## config.mk

```make
export PLATFORM = sky130hd
export DESIGN_NAME = cordic_rotate_iter
export DESIGN_NICKNAME = d
export VERILOG_FILES = /design/src/rtl/cordic_pkg.sv /design/src/rtl/cordic_microrot.sv /design/src/rtl/cordic_rotate_iter.sv
export SDC_FILE = /design/constraint.sdc
export NUM_CORES = 1
export LEC_CHECK = 0
export CAP_MARGIN = 20
export CELL_PAD_IN_SITES_DETAIL_PLACEMENT = 0
export CELL_PAD_IN_SITES_GLOBAL_PLACEMENT = 1
export CORE_ASPECT_RATIO = 1.4
export CORE_MARGIN = 4
export CORE_UTILIZATION = 40
export DETAILED_ROUTE_END_ITERATION = 16
export HOLD_SLACK_MARGIN = 0.06
export PLACE_DENSITY = 0.82
export SLEW_MARGIN = 20
export SYNTH_ARGS = -nofsm -noshare
export SYNTH_HDL_FRONTEND = slang
export SYNTH_HIERARCHICAL = 1
export SYNTH_SLANG_ARGS = --single-unit
```

## constraint.sdc

```tcl
create_clock -name clock -period 4.3 [get_ports clock]
set_input_delay 0.86 -clock clock [delete_from_list [all_inputs] [get_ports clock]]
set_output_delay 0.86 -clock clock [all_outputs]
set_load 0.1 [all_outputs]
```

## src/rtl/cordic_pkg.sv

```systemverilog
`default_nettype none
// ============================================================================
//  Module      : cordic_pkg
//  Description : Shared CORDIC definitions: FSM states, iteration limit and
//                the arctangent table scaled so that 2^(DSIZE-1) equals 180 deg.
//  Revision    : 1.0  initial release
// ============================================================================
package cordic_pkg;

    localparam int ITER_MAX = 16;
    localparam int CNT_W    = 4;

    typedef enum logic [1:0] {
        IDLE = 2'd0,
        RUN  = 2'd1,
        DONE = 2'd2
    } cordic_state_t;

    // Reference table holds atan(2^-i) with 2^31 = 180 deg; narrower widths
    // are derived by a rounded right shift.
    function automatic logic [31:0] atan_lsb(input int dsize, input int idx);
        logic [63:0] v;
        case (idx)
            0:       v = 64'd536870912;
            1:       v = 64'd316933406;
            2:       v = 64'd167458907;
            3:       v = 64'd85004756;
            4:       v = 64'd42667331;
            5:       v = 64'd21354465;
            6:       v = 64'd10679838;
            7:       v = 64'd5340245;
            8:       v = 64'd2670163;
            9:       v = 64'd1335087;
            10:      v = 64'd667544;
            11:      v = 64'd333772;
            12:      v = 64'd166886;
            13:      v = 64'd83443;
            14:      v = 64'd41722;
            15:      v = 64'd20861;
            default: v = 64'd0;
        endcase
        if (dsize < 32) begin
            v = (v + (64'd1 << (31 - dsize))) >> (32 - dsize);
        end
        return v[31:0];
    endfunction

endpackage
`default_nettype wire

```

## src/rtl/cordic_microrot.sv

```systemverilog
`default_nettype none
// ============================================================================
//  Module      : cordic_microrot
//  Description : Combinational single CORDIC micro-rotation (rotation mode).
//  Revision    : 1.0  initial release
// ============================================================================
module cordic_microrot
    import cordic_pkg::*;
#(
    parameter int DSIZE = 16
) (
    input  logic signed [DSIZE+1:0] i_x,
    input  logic signed [DSIZE+1:0] i_y,
    input  logic signed [DSIZE:0]   i_z,
    input  logic        [CNT_W-1:0] i_i,
    input  logic signed [DSIZE:0]   i_atan,
    output logic signed [DSIZE+1:0] o_x,
    output logic signed [DSIZE+1:0] o_y,
    output logic signed [DSIZE:0]   o_z
);

    logic signed [DSIZE+1:0] w_x_sh;
    logic signed [DSIZE+1:0] w_y_sh;

    assign w_x_sh = i_x >>> i_i;
    assign w_y_sh = i_y >>> i_i;

    // Rotate toward driving the residual angle to zero; z == 0 counts as positive.
    always_comb begin
        if (!i_z[DSIZE]) begin
            o_x = i_x - w_y_sh;
            o_y = i_y + w_x_sh;
            o_z = i_z - i_atan;
        end else begin
            o_x = i_x + w_y_sh;
            o_y = i_y - w_x_sh;
            o_z = i_z + i_atan;
        end
    end

endmodule
`default_nettype wire

```

## src/rtl/cordic_rotate_iter.sv

```systemverilog
`default_nettype none
// ============================================================================
//  Module      : cordic_rotate_iter
//  Description : Iterative rotation-mode CORDIC, one micro-rotation per clock,
//                valid/ready on both sides, one operand set in flight.
//                Define CORDIC_QUAD_EN for quadrant pre-rotation (+/-180 deg).
//  Revision    : 1.0  initial release
// ============================================================================
module cordic_rotate_iter
    import cordic_pkg::*;
#(
    parameter int DSIZE = 16,
    parameter int ITER  = 16
) (
    input  logic                    clock,
    input  logic                    rst,
    input  logic                    in_valid,
    output logic                    in_ready,
    input  logic signed [DSIZE-1:0] x_in,
    input  logic signed [DSIZE-1:0] y_in,
    input  logic signed [DSIZE-1:0] angle,
    output logic                    out_valid,
    input  logic                    out_ready,
    output logic signed [DSIZE+1:0] x_out,
    output logic signed [DSIZE+1:0] y_out
);

    localparam int XW = DSIZE + 2;
    localparam int ZW = DSIZE + 1;
    localparam logic [CNT_W-1:0] c_LAST = CNT_W'(ITER - 1);

    cordic_state_t            r_state;
    logic                     r_in_ready;
    logic                     r_out_valid;
    logic signed [XW-1:0]     r_x;
    logic signed [XW-1:0]     r_y;
    logic signed [ZW-1:0]     r_z;
    logic        [CNT_W-1:0]  r_cnt;

    logic signed [ZW-1:0]     w_atan_tab [ITER_MAX];
    logic signed [XW-1:0]     w_x_ext;
    logic signed [XW-1:0]     w_y_ext;
    logic signed [ZW-1:0]     w_z_ext;
    logic signed [XW-1:0]     w_ld_x;
    logic signed [XW-1:0]     w_ld_y;
    logic signed [ZW-1:0]     w_ld_z;
    logic signed [XW-1:0]     w_nx;
    logic signed [XW-1:0]     w_ny;
    logic signed [ZW-1:0]     w_nz;

    for (genvar g = 0; g < ITER_MAX; g++) begin : g_atan
        localparam logic [31:0] c_ATAN = atan_lsb(DSIZE, g);
        assign w_atan_tab[g] = ZW'(c_ATAN);
    end

    assign w_x_ext = {{2{x_in[DSIZE-1]}}, x_in};
    assign w_y_ext = {{2{y_in[DSIZE-1]}}, y_in};
    assign w_z_ext = {angle[DSIZE-1], angle};

`ifdef CORDIC_QUAD_EN
    localparam logic signed [ZW-1:0] c_QUARTER = ZW'(2 ** (DSIZE - 2));

    // An exact +/-90 deg swap brings the residual angle into CORDIC's range.
    always_comb begin
        w_ld_x = w_x_ext;
        w_ld_y = w_y_ext;
        w_ld_z = w_z_ext;
        if (w_z_ext > c_QUARTER) begin
            w_ld_x = -w_y_ext;
            w_ld_y = w_x_ext;
            w_ld_z = w_z_ext - c_QUARTER;
        end else if (w_z_ext < -c_QUARTER) begin
            w_ld_x = w_y_ext;
            w_ld_y = -w_x_ext;
            w_ld_z = w_z_ext + c_QUARTER;
        end
    end
`else
    assign w_ld_x = w_x_ext;
    assign w_ld_y = w_y_ext;
    assign w_ld_z = w_z_ext;
`endif

    cordic_microrot #(
        .DSIZE (DSIZE)
    ) u_microrot (
        .i_x    (r_x),
        .i_y    (r_y),
        .i_z    (r_z),
        .i_i    (r_cnt),
        .i_atan (w_atan_tab[r_cnt]),
        .o_x    (w_nx),
        .o_y    (w_ny),
        .o_z    (w_nz)
    );

    always_ff @(posedge clock or posedge rst) begin
        if (rst) begin
            r_state     <= IDLE;
            r_in_ready  <= 1'b0;
            r_out_valid <= 1'b0;
            r_x         <= '0;
            r_y         <= '0;
            r_z         <= '0;
            r_cnt       <= '0;
        end else begin
            case (r_state)
                IDLE: begin
                    r_in_ready <= 1'b1;
                    if (in_valid && r_in_ready) begin
                        r_x        <= w_ld_x;
                        r_y        <= w_ld_y;
                        r_z        <= w_ld_z;
                        r_cnt      <= '0;
                        r_in_ready <= 1'b0;
                        r_state    <= RUN;
                    end
                end
                RUN: begin
                    r_x   <= w_nx;
                    r_y   <= w_ny;
                    r_z   <= w_nz;
                    r_cnt <= r_cnt + CNT_W'(1);
                    if (r_cnt == c_LAST) begin
                        r_out_valid <= 1'b1;
                        r_state     <= DONE;
                    end
                end
                DONE: begin
                    if (out_ready) begin
                        r_out_valid <= 1'b0;
                        r_in_ready  <= 1'b1;
                        r_state     <= IDLE;
                    end
                end
                default: begin
                    r_out_valid <= 1'b0;
                    r_in_ready  <= 1'b0;
                    r_state     <= IDLE;
                end
            endcase
        end
    end

    assign in_ready  = r_in_ready;
    assign out_valid = r_out_valid;
    assign x_out     = r_x;
    assign y_out     = r_y;

endmodule
`default_nettype wire
```

==> flow_metrics.tcl <==
set metrics [dict create \
    yosysTopAreaCellShare 0.1826 \
    vias 8880 \
    numClockSinks 61 \
    syn2layout_area_growth_pct 42.77 \
    ant_nets 0 \
    yosysTopAreaCell "dfrtp_1" \
    place_ws_ps -274.6 \
    tightestPinTransition_ps 997.9 \
    synth_cell_types 76 \
    numPortBuffers 89 \
    htree_levels 3 \
    grt_remaining_overflow 0 \
    end_kind "flop" \
    start_kind "flop" \
    layout.nets 1377 \
    synth-xor-area-share 0.09012 \
    drcViolationCount 0 \
    first_iter_violations 541 \
    die_w_um 130.2 \
    postSynth.asyncResetShare 1.000 \
    synthAdderAreaFrac 0.09701 \
    worstSetupPathType "flop to flop" \
    synthMostInstantiatedCell "o21ai_0" \
    rows 62 \
    r2r_setup_slack_ps -110 \
    synth_simple_gate_area_share 0.1359 \
    insertion_delay_ps 350 \
    period_needed_ps 4408 \
    placed_area_mm2 0.01063 \
    die_y_um 179.0 \
    min_path_type "flop to flop" \
    hold_depth 2 \
    violations "setup timing" \
    drt_first_pass_iters 5 \
    wl_mm 29.91 \
    r2r_start "r_cnt[1]$_DFFE_PP0P_" \
    cts_made_buffers 9 \
    n_antenna_cell 0 \
    setup_viol 6 \
    synth_compound_gate_area_share 0.2404 \
    clkTransAtPathRegs_ps 60 \
    crit_fanout 3 \
    skew_ps 14.75 \
    r2r_cells 20 \
    ys_top_cells_by_count "o21ai_0 (89), mux2i_1 (85), a21oi_1 (73)" \
    wl_per_cell_um 19.64 \
    vias_per_cell 5.831 \
    muxShareOfSynthArea 0.1912 \
    ctsRootBufferMaster "clkbuf_16" \
    ys_seq_elements 61 \
    coreArea_mm2 0.02056 \
    fin_ws_ps -108.4 \
    synth.area.top_cells "dfrtp_1 (18%), mux2i_1 (10%), ha_1 (9.0%)" \
    grt_pass1_wl_mm 44.69 \
    synth_top_family_by_area "compound AO/OA/AOI/OAI gates" \
    synth_top_flop_cell "dfrtp_1" \
    synth.avg_cell_area_um2 8.425 \
    finalHoldViolations 0 \
    antenna_found_initial 2 \
    run_status "finished with violations" \
    layout_worst_path_cycle_share 1.025 \
    crit_arrival_ps 4630 \
    groute.usage.overall 0.2441 \
    syn_area_mm2 0.008358 \
    relSlewSlack 0.3326 \
    clock.fmax_mhz 226.8 \
    postLayoutCellArea_mm2 0.01193 \
    grt_pass1_vias 8690 \
    rsz0062_at_grt "yes" \
    holdPathEnd "r_z[7]$_DFFE_PP0P_" \
    num_io_pins 90 \
    cts_tree "yes" \
    min_from "r_z[7]$_DFFE_PP0P_" \
    detailed_place_hpwl_mm 21.87 \
    cts_max_path_buffers 2 \
    report.final.slew_viol_count 0 \
    synth_edf_count 0 \
    regToRegEndpoint "x_out[17]$_DFFE_PP0P_" \
    netlist_instances 992 \
    dieArea_mm2 0.02331 \
    yosysWarnings 6 \
    ys_seq_area_frac 0.1826 \
    grt_start_max_net_pins 55 \
    critical_path_required_ps 4520 \
    drive_gt1_frac 0.3323 \
    start_util 0.4066 \
    drv_cap 0 \
    gp_congestion 0.9423 \
]
==> layout make-up <==
class | instances | area, um2
Clock buffer | 9 | 225.2
Timing Repair Buffer | 313 | 2711
Fill cell | 1832 | 8625
Inverter | 32 | 120.1
Sequential cell | 61 | 1556
Clock inverter | 7 | 98.84
Multi-Input combinational cell | 845 | 6900
Tap cell | 256 | 320.3
==> worst max path at each step <==
stage | cells past startpoint | startpoint | end
after detailed placement | 19 | r_cnt[1]$_DFFE_PP0P_ | y_out[17]$_DFFE_PP0P_
after global routing | 19 | r_cnt[1]$_DFFE_PP0P_ | x_out[17]$_DFFE_PP0P_
after CTS | 18 | r_cnt[1]$_DFFE_PP0P_ | x_out[17]$_DFFE_PP0P_
after global placement | 18 | r_cnt[1]$_DFFE_PP0P_ | y_out[16]$_DFFE_PP0P_
final | 20 | r_cnt[1]$_DFFE_PP0P_ | x_out[17]$_DFFE_PP0P_
after floorplan | 17 | y_out[16]$_DFFE_PP0P_ | x_out[16]$_DFFE_PP0P_
==> timing repair <==
item                                    in CTS  in global routing
gates resized for setup                     44                118
hold endpoints to repair                     0                  0
cloned                                       0                  1
endpoints found under the setup margin      19                 22
hold buffers                                 0                  0
pin swaps                                   24                 83
buffers inserted                            14                 29
==> stage by stage <==
stage                     TNS (ps)  utilization  hold slack (ps)  cells
after floorplan             -70.15            -            477.4    997
after global placement       -1501       0.5169            511.7   1463
after detailed placement     -2470       0.5169            513.2   1463
after CTS                   -13.23       0.5461            526.6   1493
after global routing         -2377       0.5805            558.9   1523
final                       -322.1       0.5805            521.7   1523
==> registers in the layout, indices dropped and copies added, names as in the netlist <==
register and cells:
out_valid 1, r_state 2, x_out 18, r_z 17, y_out 18, in_ready 1
r_cnt 4
==> cells in the final DEF, fill, tap and decap left out, types with 44 or more instances in the layout <==
cell type,instances
ha_1,55
nand2_1,47
buf_4,203
o21ai_1,62
nor2_1,63
o21ai_0,75
mux2i_1,82
a21oi_1,47
xnor2_1,44
clkdlybuf4s50_1,89
==> layer usage <==
metal  share of wire  GRT usage  vias to the layer above
met5         0.00090          0                        -
met4           0.047     0.1252                        4
met3           0.042    0.03517                      100
met2            0.53     0.4450                      262
met1            0.38     0.2709                     4308
li1                -          -                     4206
==> kinds of logic after synthesis <==
group / after synthesis
AOI/OAI and AO/OA: 336
and+or+nand+nor: 228
muxes: 126
buffers and inverters: 91
xor gates and xnor gates: 86
adders and majority gates: 63
DFF: 61
other: 1
==> critical path, stage by stage, from the launching register on <==
cell	delay, ps
dfrtp_2	390
buf_6	110
mux4_2	520
mux2_4	290
a222oi_1	360
buf_4	190
and2b_1	160
and3_4	200
and3_4	180
a21oi_1	70
xnor2_1	210
ha_1	310
a21o_1	240
a21oi_4	210
a21boi_4	90
a31oi_4	160
a21oi_2	80
a31oi_1	200
xnor2_1	100
mux2i_1	140
o21ai_1	80
Power is left out: the tool's default activity adds up to more than one toggle a clock period on the data nets, which glitch-free logic cannot reach.
